### src/rtl/teclado_ps2_pkg.sv
// Shared scancode constants and receiver state encoding for the PS/2 keyboard front end.
package teclado_ps2_pkg;

  localparam logic [7:0] SC_EXT   = 8'hE0;
  localparam logic [7:0] SC_BREAK = 8'hF0;
  localparam logic [7:0] SC_ENTER = 8'h5A;
  localparam logic [7:0] SC_RIGHT = 8'h74;
  localparam logic [7:0] SC_LEFT  = 8'h6B;

  typedef enum logic [1:0] {
    OCIOSO   = 2'd0,
    DADOS    = 2'd1,
    PARIDADE = 2'd2,
    PARADA   = 2'd3
  } estado_t;

endpackage

### src/rtl/ps2_receptor_quadro.sv
// PS/2 frame receiver: input synchronisers, ps2_clk glitch filter, frame FSM and inter-edge timeout.
// Odd parity is checked only when TECLADO_PS2_PARITY_EN is defined.
module ps2_receptor_quadro
  import teclado_ps2_pkg::*;
#(
  parameter int FILTRO      = 8,
  parameter int TIMEOUT_CYC = 100000
) (
  input  logic       clock,
  input  logic       reset,
  input  logic       ps2_clk,
  input  logic       ps2_data,
  output logic [7:0] byte_o,
  output logic       byte_valido,
  output logic       erro_paridade
);

  localparam int FW = $clog2(FILTRO + 1);
  localparam int TW = $clog2(TIMEOUT_CYC + 1);

  logic [1:0]    clk_sync_q, clk_sync_d;
  logic [1:0]    dat_sync_q, dat_sync_d;
  logic          filt_q, filt_d;
  logic [FW-1:0] fcnt_q, fcnt_d;
  logic          fall_q, fall_d;
  logic [TW-1:0] timer_q, timer_d;
  estado_t       state_q, state_d;
  logic [2:0]    bit_q, bit_d;
  logic [7:0]    shift_q, shift_d;
  logic [7:0]    byte_q, byte_d;
  logic          valid_q, valid_d;
  logic          dat;
  logic          par_ok;

  assign dat = dat_sync_q[1];

`ifdef TECLADO_PS2_PARITY_EN
  logic par_q, par_d;
  logic perr_q, perr_d;
  // Odd parity: data bits plus parity bit must hold an odd number of ones.
  assign par_ok = ^{par_q, shift_q};
  assign erro_paridade = perr_q;
`else
  assign par_ok = 1'b1;
  assign erro_paridade = 1'b0;
`endif

  always_comb begin
    clk_sync_d = {clk_sync_q[0], ps2_clk};
    dat_sync_d = {dat_sync_q[0], ps2_data};
    filt_d     = filt_q;
    fcnt_d     = '0;
    timer_d    = timer_q;
    state_d    = state_q;
    bit_d      = bit_q;
    shift_d    = shift_q;
    byte_d     = byte_q;
    valid_d    = 1'b0;
`ifdef TECLADO_PS2_PARITY_EN
    par_d      = par_q;
    perr_d     = 1'b0;
`endif

    // Filtered level flips only after FILTRO consecutive samples at the new level.
    if (clk_sync_q[1] != filt_q) begin
      if (fcnt_q == FW'(FILTRO - 1)) filt_d = clk_sync_q[1];
      else                           fcnt_d = fcnt_q + 1'b1;
    end
    fall_d = filt_q & ~filt_d;

    if (fall_q)                               timer_d = '0;
    else if (timer_q != TW'(TIMEOUT_CYC))     timer_d = timer_q + 1'b1;

    if (fall_q) begin
      case (state_q)
        OCIOSO: if (!dat) begin
          state_d = DADOS;
          bit_d   = 3'd0;
        end
        DADOS: begin
          shift_d = {dat, shift_q[7:1]};
          bit_d   = bit_q + 3'd1;
          if (bit_q == 3'd7) state_d = PARIDADE;
        end
        PARIDADE: begin
`ifdef TECLADO_PS2_PARITY_EN
          par_d   = dat;
`endif
          state_d = PARADA;
        end
        PARADA: begin
          state_d = OCIOSO;
          if (dat) begin
            if (par_ok) begin
              valid_d = 1'b1;
              byte_d  = shift_q;
            end
`ifdef TECLADO_PS2_PARITY_EN
            else perr_d = 1'b1;
`endif
          end
        end
        default: state_d = OCIOSO;
      endcase
    end else if (state_q != OCIOSO && timer_q == TW'(TIMEOUT_CYC)) begin
      state_d = OCIOSO;
    end
  end

  always_ff @(posedge clock or posedge reset) begin
    if (reset) begin
      clk_sync_q <= 2'b11;
      dat_sync_q <= 2'b11;
      filt_q     <= 1'b1;
      fcnt_q     <= '0;
      fall_q     <= 1'b0;
      timer_q    <= '0;
      state_q    <= OCIOSO;
      bit_q      <= 3'd0;
      shift_q    <= 8'h00;
      byte_q     <= 8'h00;
      valid_q    <= 1'b0;
`ifdef TECLADO_PS2_PARITY_EN
      par_q      <= 1'b0;
      perr_q     <= 1'b0;
`endif
    end else begin
      clk_sync_q <= clk_sync_d;
      dat_sync_q <= dat_sync_d;
      filt_q     <= filt_d;
      fcnt_q     <= fcnt_d;
      fall_q     <= fall_d;
      timer_q    <= timer_d;
      state_q    <= state_d;
      bit_q      <= bit_d;
      shift_q    <= shift_d;
      byte_q     <= byte_d;
      valid_q    <= valid_d;
`ifdef TECLADO_PS2_PARITY_EN
      par_q      <= par_d;
      perr_q     <= perr_d;
`endif
    end
  end

  assign byte_o      = byte_q;
  assign byte_valido = valid_q;

endmodule

### src/rtl/teclado_ps2.sv
// PS/2 keyboard front end: frame receiver plus Set-2 make/break/extended decoder for arrows and Enter.
// Optional build macro TECLADO_PS2_PARITY_EN enables odd parity checking in the receiver.
module teclado_ps2
  import teclado_ps2_pkg::*;
#(
  parameter int CLOCK_FREQ = 50_000_000,
  parameter int FILTRO     = 8,
  parameter int TIMEOUT_US = 2000
) (
  input  logic       clock,
  input  logic       reset,
  input  logic       ps2_clk,
  input  logic       ps2_data,
  output logic       right_arrow_pressed,
  output logic       left_arrow_pressed,
  output logic       enter_pressed,
  output logic       byte_valido,
  output logic       erro_paridade,
  output logic [7:0] db_scancode
);

  localparam int TIMEOUT_CYC = CLOCK_FREQ / 1_000_000 * TIMEOUT_US;

  logic [7:0] rx_byte;
  logic       rx_valid;

  ps2_receptor_quadro #(
    .FILTRO      (FILTRO),
    .TIMEOUT_CYC (TIMEOUT_CYC)
  ) u_rx (
    .clock         (clock),
    .reset         (reset),
    .ps2_clk       (ps2_clk),
    .ps2_data      (ps2_data),
    .byte_o        (rx_byte),
    .byte_valido   (rx_valid),
    .erro_paridade (erro_paridade)
  );

  logic ext_q, ext_d;
  logic brk_q, brk_d;
  logic right_q, right_d;
  logic left_q, left_d;
  logic enter_q, enter_d;

  always_comb begin
    ext_d   = ext_q;
    brk_d   = brk_q;
    right_d = right_q;
    left_d  = left_q;
    enter_d = enter_q;
    if (rx_valid) begin
      if (rx_byte == SC_EXT) begin
        ext_d = 1'b1;
      end else if (rx_byte == SC_BREAK) begin
        brk_d = 1'b1;
      end else begin
        // Enter and keypad Enter share the same base code; prefix does not matter.
        if (rx_byte == SC_ENTER)          enter_d = ~brk_q;
        if (ext_q && rx_byte == SC_RIGHT) right_d = ~brk_q;
        if (ext_q && rx_byte == SC_LEFT)  left_d  = ~brk_q;
        ext_d = 1'b0;
        brk_d = 1'b0;
      end
    end
  end

  always_ff @(posedge clock or posedge reset) begin
    if (reset) begin
      ext_q   <= 1'b0;
      brk_q   <= 1'b0;
      right_q <= 1'b0;
      left_q  <= 1'b0;
      enter_q <= 1'b0;
    end else begin
      ext_q   <= ext_d;
      brk_q   <= brk_d;
      right_q <= right_d;
      left_q  <= left_d;
      enter_q <= enter_d;
    end
  end

  assign right_arrow_pressed = right_q;
  assign left_arrow_pressed  = left_q;
  assign enter_pressed       = enter_q;
  assign byte_valido         = rx_valid;
  assign db_scancode         = rx_byte;

endmodule

### config.mk
export PLATFORM = sky130hd
export DESIGN_NAME = teclado_ps2
export DESIGN_NICKNAME = d
export VERILOG_FILES = /design/src/rtl/teclado_ps2_pkg.sv /design/src/rtl/ps2_receptor_quadro.sv /design/src/rtl/teclado_ps2.sv
export SDC_FILE = /design/constraint.sdc
export NUM_CORES = 1
export LEC_CHECK = 0
export ABC_AREA = 1
export CAP_MARGIN = 0
export CORE_ASPECT_RATIO = 0.7
export CORE_MARGIN = 3
export CORE_UTILIZATION = 40
export CTS_BUF_LIST = sky130_fd_sc_hd__clkbuf_4
export CTS_CLUSTER_DIAMETER = 120
export DETAILED_ROUTE_END_ITERATION = 12
export PLACE_DENSITY_LB_ADDON = 0.1
export SLEW_MARGIN = 25
export SYNTH_ARGS = -nofsm -noshare
export SYNTH_HDL_FRONTEND = slang
export SYNTH_SLANG_ARGS = --single-unit
### constraint.sdc
create_clock -name clock -period 2.1 [get_ports clock]
set_input_delay 0.525 -clock clock [delete_from_list [all_inputs] [get_ports clock]]
set_output_delay 0.525 -clock clock [all_outputs]
set_load 0.01 [all_outputs]
# After elaboration in Yosys (flattened, before gate mapping)
# Index checks and enable logic that the tools add are counted.
# op_classes
addsub	3
n_mux	19
reduce_logical	17
n_eq_ne	17
n_bitwise	5
# ops
op	count
2-to-1 mux 17 bit	2
equality test 8 x 7 -> 1 bit (second input constant)	3
adder 17 x 1 -> 17 bit (second input constant)	1
equality test 17 bit (second input constant)	1
!= test 17 bit (second input constant)	1
equality test 8 bit (second input constant)	2
AND reduction 4 bit	3
AND reduction 3 bit	3
2-to-1 mux 1 bit	8
2-to-1 mux 2 bit	4
2-to-1 mux 4 bit	2
one-hot mux 2 bit (4 select lines)	1
nonzero test 2 bit	4
!= test 3 bit (second input constant)	2
one-hot mux 3 bit (2 select lines)	1
AND reduction 2 bit	3
adder 4 x 1 -> 4 bit (second input constant)	1
equality test 2 bit (second input constant)	2
equality test 4 x 3 -> 1 bit (second input constant)	1
!= test 2 bit (second input constant)	2
inverter 1 bit	4
adder 3 x 1 -> 3 bit (second input constant)	1
equality test 3 bit (second input constant)	1
logical AND 1 bit	3
5 further kinds	5
# word_totals
in_bits	4
out_inout_bits	13
register_bits	54
elab_cells	77

# Longest topological paths before layout
# logic_depth
ltp_word	5
depth_mapped	11
ltp_nobuf	11

# Hierarchy
# Synthesis repeated with hierarchy kept, for this count alone.
# hier_totals
cells_unflattened	341
area_unflattened_um2	2707.6
# by_module_without_submodules
mod	area_each_um2	cells_each	seq_area_each_um2	n_inst
ps2_receptor_quadro	2357.3	283	1232.4	1
teclado_ps2	350.3	58	125.1	1

# Worst setup path before layout
# Ideal clock, no wire load.
# synth_path
path_type	register to register
start	register u_rx.state_q[0]
end	register u_rx.bit_q[0]
path_buffers	0
period_less_slack_ns	1.314
t_required_ns	1.973
setup_time_ns	0.127
path_stages_with_launch	9
setup_slack_ns	0.786
arrival_time_ns	1.187
path_cell_list	dfrtp_1 inv_1 ha_1 nand2_1 inv_1 nor2_1 o21ai_0 nand2_1 o21ai_0
# synth_between
elab_chain_len	3
word_cells_on_any_way	6
cone_classes	eq/ne (2); mux (1); reduce/logical (3)
# synth_rtl
item	line	rtl
start: declaration	ps2_receptor_quadro.sv:27	estado_t state_q, state_d;
start signal: assignment	ps2_receptor_quadro.sv:134	state_q <= state_d;
zero test 2 bit / equality test 2 x 1 -> 1 bit (equally long branches)	ps2_receptor_quadro.sv:75	case (state_q)
!= test 2 bit (no line) / nonzero test 2 bit (equally long branches)	-	
AND reduction 3 bit (no line)	-	
end signal: assignment	ps2_receptor_quadro.sv:135	bit_q <= bit_d;
end: declaration	ps2_receptor_quadro.sv:28	logic [2:0] bit_q, bit_d;
# Parallel ways exist; a longest one is shown, timed or not.
# A chain may end at the register's enable or synchronous reset.

# Final worst setup path
# layout_path
start	register u_rx.byte_q[5], in the netlist u_rx.byte_o[5]
end	output port db_scancode[5]
# layout_lines
item	line	rtl
start: declaration	ps2_receptor_quadro.sv:30	logic [7:0] byte_q, byte_d;
start signal: assignment	ps2_receptor_quadro.sv:137	byte_q <= byte_d;
end: declaration	teclado_ps2.sv:19	output logic [7:0] db_scancode
# No word-level cell between the ends.

==> metrics.md <==
| Metric | Value |
|---|---|
| WHS | `0.366 ns` |
| Critical path endpoint category | `output pin` |
| Iteration-0 DRC count of the detailed router | `89` |
| RSZ-0062 raised after global routing | `false` |
| Area of the multi-input gates | `996 sq um` |
| Syn avg cell area | `8.59 sq um` |
| Die Width | `101 microns` |
| Pin count of the biggest net entering global routing | `55` |
| Site row count | `23` |
| Die span in y | `72.8 microns` |
| Min cycle time layout | `1.92 ns` |
| Post-synthesis cell type count | `28` |
| Vias | `1882` |
| DP HPWL | `3550 microns` |
| Synth warnings | `0` |
| First-pass GRT wire length | `8610 microns` |
| First-pass DRT Iterations | `4` |
| Post-cts sizing count | `0` |
| Final nets | `329` |
| Reg-to-reg slack, setup | `0.56 ns` |
| Synth Register Bits | `54` |
| Setup TNS | `0 ns` |
| Clk_lat worst skew | `0.37 ns` |
| CTS buffer count | `5` |
| Clock Skew | `0.0102 ns` |
| Die area | `7390 sq um` |
| Post-Syn Instances | `297` |
| Total global routing overflow | `0` |
| Dpl ws | `0.576 ns` |
| Ratio of cells with drive above 1 in the final layout | `7.23%` |
| Remaining antenna violation count | `0` |
| Total global-route track usage | `14.8%` |
| ANT cells | `0` |
| Status | `finished clean` |
| Antenna violations before repair | `0` |
| FMAX | `0.520 GHz` |
| Crit start category | `flop` |
| Leakage | `1.39 nW` |
| Setup CP Type | `flop to output pin` |
| Top Ports | `17` |
| CTS root buf | `clkbuf_4` |
| Max Cap Viol | `0` |
| Core area | `5960 sq um` |
| H-Tree Depth | `2` |
| Final setup fails | `0` |
| Slowest library cell on the worst path | `clkdlybuf4s50_1` |
| Cell Pwr Density | `789 nW/um^2` |
| Port Buffers | `15` |
| Worst Path Required | `1.57 ns` |
| Critical path data arrival time | `1.40 ns` |
| Clock sink count | `54` |
| Mapped Area | `2550 sq um` |
| Wire per inst | `12.1 microns` |
| CTS Hold Bufs | `0` |
| Maximum VDD drop | `0.436 mV` |
| Syn nets | `309` |
| Core Util, Final | `48.5%` |
| Setup WS post-layout | `0.177 ns` |
| CTS tree | `yes` |
| Sequential area share after synthesis | `53.2%` |
| CTS max path bufs | `2` |
| Drt total wl | `4770 microns` |
| Vias in the first global route | `1789` |
| Remaining DRCs | `0` |
| Initial Utilization | `42.8%` |
| Final hold violation count | `0` |
| Max incr delay on CP | `0.57 ns` |
| HP Class | `flop to flop` |
| Post-CTS Setup Inserts | `0` |
| P&R area growth vs syn | `13.1%` |
| GPL Wtd Cong | `0.806` |
| CP Max Fanout | `5` |
| Final period util | `91.6%` |
| Via density | `4.79` |
| Clk pin slew, worst setup/hold paths | `0.16 ns` |
| Reg area | `1360 sq um` |
| Worst-path cell chain | `clkdlybuf4s50_1` |
| Crit path max-delay family | `buffers and inverters` |
| Max Slew Vio Count | `0` |
| Buffer and inverter count on the worst path | `1` |
| FILL cells | `602` |
[flip-flops by register name (all words and copies together) (netlist names)]
| name | cells |
|---|---|
| right_arrow_pressed | 1 |
| brk_q | 1 |
| u_rx.fall_q | 1 |
| enter_pressed | 1 |
| u_rx.byte_valido | 1 |
| u_rx.timer_q | 17 |
| u_rx.clk_sync_q | 2 |
| u_rx.byte_o | 8 |
| u_rx.fcnt_q | 4 |
| u_rx.bit_q | 3 |
| u_rx.state_q | 2 |
| left_arrow_pressed | 1 |
| u_rx.shift_q | 8 |
| u_rx.dat_sync_q | 2 |
| ext_q | 1 |
| u_rx.filt_q | 1 |
[placed cells by master, fill, tap and decap left out, types with 7 or more instances in the layout]
| cell type | netlist | layout |
|---|---|---|
| a21oi_1 | 13 | 13 |
| clkdlybuf4s50_1 | 0 | 15 |
| inv_1 | 46 | 45 |
| nor2_1 | 34 | 34 |
| nand2_1 | 60 | 60 |
| nand3_1 | 16 | 16 |
| ha_1 | 8 | 8 |
| nand4_1 | 7 | 7 |
| o21ai_0 | 25 | 25 |
| dfrtp_1 | 49 | 49 |
[synth_stat cells (all sizes together)]
library cell / instances / area, sq um
nand4: 7 / 43.8
buf: 2 / 15.0
dfstp: 5 / 131
a211o: 1 / 8.76
o21a: 2 / 15.0
xnor2: 2 / 17.5
ha: 8 / 100
conb: 1 / 3.75
xor2: 6 / 52.6
nand2: 61 / 236
a41oi: 1 / 8.76
dfrtp: 49 / 1230
a21oi: 13 / 65.1
inv: 46 / 173
clkbuf: 3 / 11.3
mux2i: 1 / 10.0
nor2: 35 / 139
o21ai: 25 / 125
o31ai: 1 / 7.51
nand3: 16 / 80.1
or2: 3 / 18.8
nor3: 8 / 56.3
nand3b: 1 / 7.51
[layer usage]
metal	routed length [microns]	up-vias	share of wire [%]	global-route usage, %
met5	0	-	0	0
met4	23	0	0.48	3.10
met3	174	2	3.6	3.44
met2	1830	24	38	19.3
met1	2740	869	57	24.5
li1	-	987	-	-
[power breakdown]
group / internal (mW) / switching (mW) / leakage (nW) / total (mW)
sequential: 1.16 / 0.116 / 0.725 / 1.28
clock: 0.254 / 0.329 / 0.0456 / 0.583
combinational: 0.160 / 0.255 / 0.617 / 0.415
[cell families (layout without fill, tap and decap cells)]
logic type	count (synthesis)	count (layout)	share of synthesized area [%]
simple gates	131	131	22.8
flops	54	54	53.2
buf+inv	51	72	7.79
compound gates	43	43	9.02
fa+ha+maj	8	8	3.92
xor+xnor	8	8	2.75
other cells	1	1	0.147
mux	1	1	0.392
[layout make-up]
type	instances	area share [%]
timing repair buffer	18	6.42
clock inverter	3	1.52
tap	75	3.25
inverter	46	5.98
sequential	54	47.0
clock buffer	5	1.30
multi-input combinational	192	34.5
[through the flow]
step	instances	instance area, sq um	total power, mW
after detailed placement	385	2810	1.72
after CTS	393	2890	2.31
final	393	2890	2.28
after floorplan	297	2550	1.60
after global routing	393	2890	2.44
after global placement	385	2810	1.71
[final timing paths]
path | startpoint | endpoint | depth (start not counted)
worst min-delay path | u_rx.clk_sync_q[0] | u_rx.clk_sync_q[1] | 0
worst min register to register | u_rx.clk_sync_q[0] | u_rx.clk_sync_q[1] | 0
worst max-delay path | u_rx.byte_o[5] | db_scancode[5] | 1
max in group asynchronous | reset | u_rx.clk_sync_q[0] | 3
worst max register to register | u_rx.state_q[0] | u_rx.bit_q[0] | 8
min in group asynchronous | reset | u_rx.shift_q[7] | 3
No activity file was read; power rests on OpenSTA's default activity.
